--- config.mk ---
export PLATFORM = sky130hd
export DESIGN_NAME = chan_scan_mux
export DESIGN_NICKNAME = d
export VERILOG_FILES = /design/src/rtl/chan_scan_mux.sv
export SDC_FILE = /design/constraint.sdc
export NUM_CORES = 1
export LEC_CHECK = 0
export CORE_MARGIN = 3
export CORE_UTILIZATION = 40
export CTS_BUF_LIST = sky130_fd_sc_hd__clkbuf_4
export CTS_CLUSTER_SIZE = 25
export DETAILED_ROUTE_END_ITERATION = 10
export GPL_TIMING_DRIVEN = 0
export PLACE_DENSITY = 0.76
export SYNTH_ARGS = -nofsm -noshare
export SYNTH_HDL_FRONTEND = slang
export SYNTH_SLANG_ARGS = --single-unit
--- constraint.sdc ---
create_clock -name clk -period 1.5 [get_ports clk]
set_input_delay 0.375 -clock clk [delete_from_list [all_inputs] [get_ports clk]]
set_output_delay 0.375 -clock clk [all_outputs]
set_load 0.01 [all_outputs]
--- src/rtl/chan_scan_mux.sv ---
// chan_scan_mux: N-channel registered multiplexer with manual selection and
// an auto-scan mode that dwells DWELL cycles on each channel.
//
// Optional build macro CHAN_SCAN_MASK_EN adds input ch_mask[N-1:0]. A 1 in
// ch_mask enables that channel. Scanning skips disabled channels, and a
// sel_load to a disabled channel is rejected like an out-of-range index.
// When the macro is undefined, all N channels are always enabled.
//
// Timing: state, cur_sel, out, out_valid and sel_err are all registered.
// out on edge t+1 is the channel that cur_sel named before edge t+1.
module chan_scan_mux #(
  parameter int N     = 8,
  parameter int W     = 1,
  parameter int DWELL = 4,
  localparam int SW   = (N > 2) ? $clog2(N) : 1
) (
  input  logic            clk,
  input  logic            rst_n,
  input  logic [N*W-1:0]  in,
  input  logic [SW-1:0]   sel,
  input  logic            sel_load,
  input  logic            mode,
`ifdef CHAN_SCAN_MASK_EN
  input  logic [N-1:0]    ch_mask,
`endif
  output logic [W-1:0]    out,
  output logic [SW-1:0]   cur_sel,
  output logic            out_valid,
  output logic            sel_err
);

  // Width of the dwell counter. It must hold values 0..DWELL-1.
  localparam int CW = (DWELL > 1) ? $clog2(DWELL) : 1;

  // MANUAL follows the manual index. SCAN steps through enabled channels.
  typedef enum logic {
    MANUAL = 1'b0,
    SCAN   = 1'b1
  } state_t;

  state_t        state;
  logic [CW-1:0] dwell_cnt;

  // Per-channel enable vector. Without the mask feature, every channel is
  // enabled.
  logic [N-1:0] en;
`ifdef CHAN_SCAN_MASK_EN
  assign en = ch_mask;
`else
  assign en = {N{1'b1}};
`endif

  logic any_en;
  assign any_en = |en;

  // A sel_load is legal only when it names an existing and enabled channel.
  // An index >= N matches no channel, so it stays illegal.
  logic sel_legal;
  always_comb begin
    sel_legal = 1'b0;
    for (int k = 0; k < N; k++) begin
      if (sel == SW'(k)) sel_legal = en[k];
    end
  end

  // Next enabled channel above cur_sel. If none is found, wrap to the lowest
  // enabled channel. With no channel enabled, stay on cur_sel.
  logic [SW-1:0] next_sel;
  logic          next_found;
  always_comb begin
    next_sel   = cur_sel;
    next_found = 1'b0;
    for (int k = 0; k < N; k++) begin
      if (!next_found && (SW'(k) > cur_sel) && en[k]) begin
        next_sel   = SW'(k);
        next_found = 1'b1;
      end
    end
    for (int k = 0; k < N; k++) begin
      if (!next_found && en[k]) begin
        next_sel   = SW'(k);
        next_found = 1'b1;
      end
    end
  end

  // Data mux and enable bit of the channel cur_sel currently points at.
  logic [W-1:0] chan_data;
  logic         cur_en;
  always_comb begin
    chan_data = '0;
    cur_en    = 1'b0;
    for (int k = 0; k < N; k++) begin
      if (cur_sel == SW'(k)) begin
        chan_data = in[k*W +: W];
        cur_en    = en[k];
      end
    end
  end

  // Mode FSM, dwell counter, channel pointer and registered outputs.
  // - A legal load always wins over a same-cycle scan advance.
  // - In MANUAL the dwell counter is held at 0, so entering SCAN starts a
  //   fresh dwell on the current channel.
  always_ff @(posedge clk or negedge rst_n) begin
    if (!rst_n) begin
      state     <= MANUAL;
      dwell_cnt <= '0;
      cur_sel   <= '0;
      out       <= '0;
      out_valid <= 1'b0;
      sel_err   <= 1'b0;
    end else begin
      state     <= mode ? SCAN : MANUAL;
      out       <= chan_data;
      out_valid <= any_en && ((state == SCAN) || cur_en);
      sel_err   <= sel_load && !sel_legal;
      if (sel_load && sel_legal) begin
        cur_sel   <= sel;
        dwell_cnt <= '0;
      end else if (state == SCAN) begin
        if (dwell_cnt == CW'(DWELL - 1)) begin
          dwell_cnt <= '0;
          cur_sel   <= next_sel;
        end else begin
          dwell_cnt <= dwell_cnt + 1'b1;
        end
      end else begin
        dwell_cnt <= '0;
      end
    end
  end

endmodule

### After elaboration in Yosys (flattened, before gate mapping)

Index checks and enable logic that the tools add are counted.

| cells by class | value |
|---|---|
| add/sub/neg operators | 1 |
| $lt $le $gt $ge | 8 |
| equality and inequality tests | 16 |
| mux-type cells | 48 |
| reductions and logical operators | 23 |

Operator list:

| operator | number |
|---|---|
| 3-bit 2-to-1 mux | 12 |
| 1-bit 2-to-1 mux | 33 |
| 3-bit equality test (second input constant) | 8 |
| 3-bit by 2-bit equality test with 1-bit output (second input constant) | 4 |
| 3-bit > comparator (first input constant) | 4 |
| 10-bit by 9-bit inequality test with 1-bit output (second input constant) | 1 |
| 1-bit logical AND | 9 |
| 1-bit logical NOT | 8 |
| 3-bit by 1-bit equality test with 1-bit output (second input constant) | 2 |
| 1-bit by 3-bit > comparator with 1-bit output (first input constant) | 2 |
| 2-bit by 3-bit > comparator with 1-bit output (first input constant) | 2 |
| 3-bit logical NOT | 2 |
| 2-bit 2-to-1 mux | 3 |
| 2-bit nonzero test | 2 |
| 3-bit AND reduction | 1 |
| 2-bit by 1-bit adder with 2-bit output (second input constant) | 1 |
| 2-bit equality test (second input constant) | 1 |
| 1-bit logical OR | 1 |

| storage, ports and cells | value |
|---|---|
| register bits after elaboration | 9 |
| bits of input ports | 15 |
| output and inout port bits | 6 |
| word-level logic and storage cells | 102 |

### Logic depth before layout (Yosys ltp)

Gate-level depths: netlist (run 1).

| depth | value |
|---|---|
| depth in word-level cells | 27 |
| gate-level depth with buffers | 7 |
| mapped depth without buffers | 6 |

### Worst setup path before layout (run 1)

No wires, ideal clock.

| timing | value |
|---|---|
| path kind | register to register |
| start | reg cur_sel[0] |
| end | reg out |
| library setup time | 128 ps |
| arrival | 1,528 ps |
| data required time | 1,372 ps |
| path slack | -155 ps |
| cell stages (with the launch flop) | 8 |
| path buffers | 1 |
| clock period less this slack | 1,655 ps |
| cells stage by stage | dfrtp_1 buf_6 inv_1 ha_1 and4bb_1 a311o_1 o21ai_1 a21oi_1 |

| on the way | value |
|---|---|
| longest elaborated chain between the ends | 9 |
| elaborated cells between the ends (all ways) | 16 |
| classes of those cells | 7 x eq/ne; 8 x mux; 1 x reduce/logical |

RTL lines:

| item | line | RTL |
|---|---|---|
| start, declared | 27 | `output logic [SW-1:0] cur_sel,` |
| start signal, assigned | 119 | `cur_sel <= sel;` |
| start signal, assigned | 124 | `cur_sel <= next_sel;` |
| 3-bit logical NOT | 94 | `if (cur_sel == SW'(k)) begin` |
| 1-bit 2-to-1 mux (7 in a row) | 94 |  |
| 1-bit 2-to-1 mux * | 94 |  |
| named net chan_data | 88 | `logic [W-1:0] chan_data;` |
| end signal, assigned | 115 | `out <= chan_data;` |
| end, declared | 26 | `output logic [W-1:0] out,` |

Mark *: on every way through the listed nets, which the timed path passes. The rest lies on a longest branch.
A chain may end at the register's enable or synchronous reset.

### Worst setup path in the final report (run 1)

| timing | value |
|---|---|
| start | reg cur_sel[0] |
| end | reg out_valid |

| on the way | value |
|---|---|
| longest elaborated chain between the ends | 10 |
| elaborated cells between the ends (all ways) | 17 |
| classes of those cells | 7 x eq/ne; 8 x mux; 2 x reduce/logical |

RTL lines:

| item | line | RTL |
|---|---|---|
| 3-bit logical NOT | 94 |  |
| 1-bit 2-to-1 mux (7 in a row) | 94 |  |
| 1-bit 2-to-1 mux * | 94 |  |
| 1-bit logical OR * | 116 | `out_valid <= any_en && ((state == SCAN) \|\| cur_en);` |
| end signal, assigned | 116 |  |
| end, declared | 28 | `output logic out_valid,` |

Mark *: on every way between the ends. The rest lies on a longest branch, timed or not.

==> results of run 1 <==
-- state kept, by name, summed over array words and instances, names as in the netlist --
name / flops
cur_sel: 3
dwell_cnt: 2
out: 1
out_valid: 1
sel_err: 1
state: 1
-- metrics by stage --
step | area, sq um | util, % | total power [mW] | hold slack (ns)
2_1_floorplan | 576.8 | - | 0.3844 | 0.07941
3_3_place_gp | 794.5 | 66.15 | 0.4807 | 0.4261
3_5_place_dp | 794.5 | 66.15 | 0.4855 | 0.4277
4_1_cts | 852.1 | 70.94 | 0.6986 | 0.4084
5_1_grt | 877.1 | 73.02 | 0.7449 | 0.4255
6_report | 877.1 | 73.02 | 0.7052 | 0.4007
-- cell type report --
type                    instances  area (sq um)  share of cell area, %
plain buffers                   1         11.26                  1.284
clock buffers                   4         30.03                  3.424
inverters                       4         17.52                  1.997
multi-input cells              45         332.8                  37.95
flip-flops and latches          9         229.0                  26.11
well taps                      14         17.52                  1.997
repair buffers                 25         239.0                  27.25
-- power groups by stage --
stage                     logic [mW]  clock network (mW)  registers, mW
after floorplan               0.0898                   0          0.295
after global routing           0.242               0.220          0.283
final                          0.223               0.203          0.280
after global placement         0.191                   0          0.290
after detailed placement       0.194                   0          0.291
after CTS                      0.210               0.209          0.279
-- cells by family (layout without fill, tap and decap cells) --
family	after synthesis	count (layout)	synth area share [%]
DFF	9	9	40.18
other	1	1	0.6690
adders and majority gates	4	4	8.929
AOI/OAI and AO/OA	17	17	20.54
and+or+nand+nor	22	22	23.22
buffers and inverters	5	34	4.687
muxes	1	1	1.786
-- per-layer routing --
layer,GRT usage (%),vias up,part of all wire (%)
li1,-,275,-
met1,19.24,253,39
met2,28.91,33,49
met3,4.979,6,9.7
met4,9.036,0,1.9
met5,0,-,0
-- cell usage after synthesis, types with 2 or more instances --
cell type / n
a311o_1: 2
o21ai_0: 4
ha_1: 4
inv_1: 4
nand2_1: 6
dfrtp_1: 9
nor2b_1: 2
nand2b_1: 2
nor2_1: 2
o21ai_1: 2
and3b_1: 2
a21oi_1: 3
a311oi_1: 3
-- worst min path at each step --
| stage | end | slack, ns | cells after the start | start |
|---|---|---|---|---|
| final | dwell_cnt[0] | 0.40 | 1 | rst_n |
| after global routing | out | 0.43 | 1 | rst_n |
| after CTS | sel_err | 0.41 | 1 | rst_n |
| after detailed placement | dwell_cnt[0] | 0.43 | 1 | dwell_cnt[0] |
| after global placement | dwell_cnt[0] | 0.43 | 1 | dwell_cnt[0] |
| after floorplan | cur_sel[0] | 0.08 | 0 | rst_n |
-- critical path, cell delays in order, from the launching register on --
cell and delay (ns):
dfrtp_2 0.42, buf_4 0.16, ha_1 0.28, a2111oi_2 0.42, nand2_1 0.12
-- repair_timing --
| item | 4_1_cts | 5_1_grt |
|---|---|---|
| setup buffers | 4 | 1 |
| setup endpoints to repair | 6 | 6 |
| gates cloned | 0 | 0 |
| resized for setup | 6 | 7 |
| hold buffers | 0 | 0 |
| pin swaps | 0 | 1 |
==> flow_metrics.env, run 1 <==
export IMPL_status="finished, violations left"
export IMPL_failed_checks="setup timing"
export IMPL_fin_crit_ns=1.508
export IMPL_async_flop_share_pct=100.0
export IMPL_numPortBuffers=20
export IMPL_insertedDiodeCount=0
export IMPL_place_hpwl_mm=1.049
export IMPL_ant_nets=0
export IMPL_synth_area_leader_cell="dfrtp_1"
export IMPL_final_hold_violation_count=0
export IMPL_initial_core_util_pct=46.67
export IMPL_drt_iter0_drc=19
export IMPL_antenna_found_initial=0
export IMPL_io_pins=21
export IMPL_fmax_mhz=662.9
export IMPL_min_period_over_period_pct=100.6
export IMPL_synth_edff_count=0
export IMPL_grt_max_degree=11
export IMPL_p_leak_nw=0.4047
export IMPL_finClkSkew_ns=0.006886
export IMPL_syn_area_per_cell_sq_um=9.501
export IMPL_critPathMaxFanout=5
export IMPL_grtUsageTotal_pct=17.09
export IMPL_setup_worst_path_start_class="flip-flop"
export IMPL_drv_slew=0
export IMPL_cts_tree="yes"
export IMPL_fin_tns_setup_ns=-0.008687
export IMPL_nNetsFinal=108
export IMPL_viasPerCell=5.559
export IMPL_synthDistinctLibCells=27
export IMPL_ff2ff_setup_slack_ns=-0.008
export IMPL_row_count=12
export IMPL_cts_buffers=3
export IMPL_rr_endpoint="out_valid"
export IMPL_grt_overflow_total=0
export IMPL_n_fill_cell=104
export IMPL_yosysSeqAreaShare_pct=40.18
export IMPL_crit_end="out_valid"
export IMPL_fp_dieH_microns=43.44
export IMPL_crit_type="flip-flop to flip-flop"
export IMPL_synth_top_cell_area_share_pct=40.18
export IMPL_die_area_sq_um=1887
export IMPL_setup_viol=2
export IMPL_drive_gt1_share_pct=21.59
export IMPL_clk_insertion_delay_late_ns=0.26
export IMPL_die_x_microns=43.44
export IMPL_p_sw_share_pct=28.08
export IMPL_drc_errors=0
export IMPL_yosysWarnings=0
export IMPL_pwr_share_comb_pct=31.6
export IMPL_fin_cells=102
export IMPL_htreeDepth=1
export IMPL_ys_seq_elements=9
export IMPL_r2r_worst_path_cells=4
export IMPL_root_buffer="clkbuf_4"
export IMPL_crit_start="cur_sel[0]"
export IMPL_final_common_cell="clkdlybuf4s50_1"
export IMPL_most_common_layout_cells="clkdlybuf4s50_1 (14), nand2_1 (6), dfrtp_1 (6), buf_4 (5)"
export IMPL_p_per_area_nw_per_um2=804.0
export IMPL_switching_power_uw=198.0
export IMPL_clock_sinks=9
export IMPL_rsz0062_at_grt="true"
export IMPL_placed_cells=93
export IMPL_clockPowerShare_pct=28.7
export IMPL_pwr_share_seq_pct=39.7
export IMPL_timing_final_ws_setup_ns=-0.008476
export IMPL_wl_mm=1.495
export IMPL_cts_reportedPaths_clkPinSlew_ns=0.06
export IMPL_rr_startpoint="cur_sel[0]"
export IMPL_hold_class="primary input to asynchronous set/reset pin"
export IMPL_grt_pass1_vias=550
export IMPL_drv_cap=0
export IMPL_cts_buffer_depth=2
export IMPL_worstSetupEndpointType="flip-flop"
export IMPL_gp_congestion=0.7827
export IMPL_synth_area_leaders="dfrtp_1 (40%), ha_1 (8.9%), a311oi_1 (4.7%)"
export IMPL_syn_inst=59
export IMPL_grt_pass1_wl_mm=2.359
export IMPL_crit_arrival_ns=1.64
export IMPL_wl_per_cell_microns=14.66
export IMPL_synth_nets=78
export IMPL_p_int_uw=507.2
export IMPL_synthFlopType="dfrtp_1"
export IMPL_vdd_drop_max_mv=0.6770
export IMPL_num_vias=567
export IMPL_fp_coreArea_sq_um=1201
export IMPL_syn_area_sq_um=560.5
export IMPL_area_growth_pct=56.47
export IMPL_dp_slack_ns=-0.1118
export IMPL_dr_pass1_iters=4
export IMPL_crit_required_ns=1.64
(Power assumes the default switching activity.)
==> run 2: changes to the inputs <==
--- a/config.mk
+++ b/config.mk
@@ -10,8 +10,10 @@
 export CTS_BUF_LIST = sky130_fd_sc_hd__clkbuf_4
 export CTS_CLUSTER_SIZE = 25
 export DETAILED_ROUTE_END_ITERATION = 10
+export GPL_ROUTABILITY_DRIVEN = 0
 export GPL_TIMING_DRIVEN = 0
 export PLACE_DENSITY = 0.76
+export SKIP_CTS_REPAIR_TIMING = 1
 export SYNTH_ARGS = -nofsm -noshare
 export SYNTH_HDL_FRONTEND = slang
 export SYNTH_SLANG_ARGS = --single-unit
==> run 2 against run 1 <==
- the run still ends with setup timing left
- sequential share of layout area fell by 0.79 points
- critical path type unchanged
- routed wire length fell by 3.7%
- via count rose by 0.88%
- sequential power barely moved
- clock power barely moved
- register-to-register slack barely moved
- largest cell class unchanged
- core utilization rose by 2.3 points
- die area did not move
- critical path depth rose by 3
- cell count rose by 2.9%
- power rose by 0.67%
==> flow_metrics.env, run 2 (synthesized netlist as in run 1, its figures left out) <==
export IMPL_row_count=12
export IMPL_nNetsFinal=111
export IMPL_wl_per_cell_microns=13.70
export IMPL_largestRegisters="cur_sel: 3 flops, dwell_cnt: 2 flops"
export IMPL_crit_type="flip-flop to flip-flop"
export IMPL_ant_nets=0
export IMPL_crit_required_ns=1.64
export IMPL_r2r_worst_path_cells=7
export IMPL_grt_max_degree=12
export IMPL_setup_worst_path_start_class="flip-flop"
export IMPL_rr_startpoint="cur_sel[0]"
export IMPL_hold_ws_ns=0.4021
export IMPL_status="finished, violations left"
export IMPL_min_period_over_period_pct=101.3
export IMPL_num_vias=572
export IMPL_io_pins=21
export IMPL_grt_pass1_vias=530
export IMPL_grtUsageMet3_pct=4.979
export IMPL_drc_errors=0
export IMPL_fin_cells=105
export IMPL_wl_mm=1.439
export IMPL_grtUsageTotal_pct=16.24
export IMPL_die_x_microns=43.44
export IMPL_initial_core_util_pct=46.67
export IMPL_viasPerCell=5.448
export IMPL_cts_reportedPaths_clkPinSlew_ns=0.06
export IMPL_rr_endpoint="out"
export IMPL_p_int_uw=516.7
export IMPL_clk_insertion_delay_late_ns=0.26
export IMPL_root_buffer="clkbuf_4"
export IMPL_cts_tree="yes"
export IMPL_grtUsageMet2_pct=26.84
export IMPL_critPathMaxFanout=6
export IMPL_pwr_share_comb_pct=32.4
export IMPL_hold_class="primary input to asynchronous set/reset pin"
export IMPL_clock_sinks=9
export IMPL_pwr_share_seq_pct=39.2
export IMPL_largest_register="cur_sel"
export IMPL_dpl_instance_area_sq_um=794.5
export IMPL_final_common_cell="clkdlybuf4s50_1"
export IMPL_cts_buffer_depth=2
export IMPL_ff2ff_setup_slack_ns=-0.02
export IMPL_setup_viol=1
export IMPL_most_common_layout_cells="clkdlybuf4s50_1 (14), buf_4 (8), nand2_1 (6), dfrtp_1 (6), dlymetal6s2s_1 (6)"
export IMPL_grt_use_met1_pct=19.24
export IMPL_crit_arrival_ns=1.66
export IMPL_crit_chain="buf_6 > inv_4 > ha_4 > and4bb_1 > a311o_1 > o21ai_1 > a21oi_1"
export IMPL_fin_area_sq_um=904.6
export IMPL_fp_coreArea_sq_um=1201
export IMPL_drt_iter0_drc=25
export IMPL_clockPowerShare_pct=28.4
export IMPL_final_hold_violation_count=0
export IMPL_p_per_area_nw_per_um2=784.8
export IMPL_antenna_found_initial=0
export IMPL_drive_gt1_share_pct=21.98
export IMPL_largest_reg_flops=3
export IMPL_top_usage_layer="met2"
export IMPL_cpMaxStageDelayCell="dfrtp_2"
export IMPL_insertedDiodeCount=0
export IMPL_vdd_drop_max_mv=0.6663
export IMPL_cp_slowest_stage_delay_ns=0.44
export IMPL_grt_pass1_wl_mm=2.270
export IMPL_rsz0062_at_grt="true"
export IMPL_fin_crit_ns=1.520
export IMPL_drv_slew=0
export IMPL_area_growth_pct=61.38
export IMPL_switching_power_uw=193.3
export IMPL_htreeDepth=1
export IMPL_worstSetupEndpointType="flip-flop"
export IMPL_dr_pass1_iters=4
export IMPL_fp_dieH_microns=43.44
export IMPL_p_leak_nw=0.4490
export IMPL_p_sw_share_pct=27.22
export IMPL_timing_final_ws_setup_ns=-0.02024
export IMPL_numPortBuffers=20
export IMPL_failed_checks="setup timing"
export IMPL_fmax_mhz=657.8
export IMPL_place_hpwl_mm=1.049
export IMPL_die_area_sq_um=1887
export IMPL_grt_overflow_total=0
export IMPL_drv_cap=0
export IMPL_cts_buffers=3
export IMPL_finClkSkew_ns=0.006371
export IMPL_placed_cells=93
==> run 2: worst max path at each step <==
stage | end | start | cells after the start | slack [ns]
after global routing | out | cur_sel[0] | 7 | -0.12
final | out | cur_sel[0] | 7 | -0.02
after floorplan | out | cur_sel[0] | 7 | 0.04
after global placement | out | in[5] | 5 | -0.08
after CTS | cur_sel[1] | cur_sel[1] | 1 | -0.29
after detailed placement | out | in[5] | 5 | -0.11
==> run 2: final cells by class <==
cell class                 instances  area [sq um]
buffer                             1         11.26
clock buffer                       4         30.03
fill                              92         296.5
inverter                           4         17.52
multi-input combinational         45         324.1
sequential                         9         229.0
tap                               14         17.52
timing repair buffer              28         275.3
==> run 2: through the flow <==
stage                     power, mW  utilization, %  TNS [ns]  setup slack [ns]
after global placement       0.4807           66.15  -0.09970          -0.08192
after global routing         0.7522           75.31   -0.1183           -0.1183
final                        0.7099           75.31  -0.02024          -0.02024
after detailed placement     0.4855           66.15   -0.2513           -0.1118
after floorplan              0.3844               -         0           0.03675
after CTS                    0.6907           68.65   -0.6899           -0.2906
==> run 2: critical path: cells and delay by family (launching register included) <==
family	cells	cell delay, ns
flip-flops	1	0.44
AO/OA/AOI/OAI	3	0.43
buffers and inverters	2	0.20
AND/OR/NAND/NOR	1	0.19
adder cells (fa/ha/maj)	1	0.15
==> run 2: power by group through the flow <==
stage          logic [mW]  registers [mW]  clock network, mW
6_report            0.230           0.279              0.202
5_1_grt             0.250           0.282              0.220
4_1_cts             0.195           0.287              0.209
3_5_place_dp        0.194           0.291                  0
3_3_place_gp        0.191           0.290                  0
2_1_floorplan      0.0898           0.295                  0
==> run 2: metal layers <==
metal  vias up  routed length (microns)
li1        283                        -
met3         0                      126
met5         -                        0
met2        31                      705
met1       258                      607
met4         0                        0
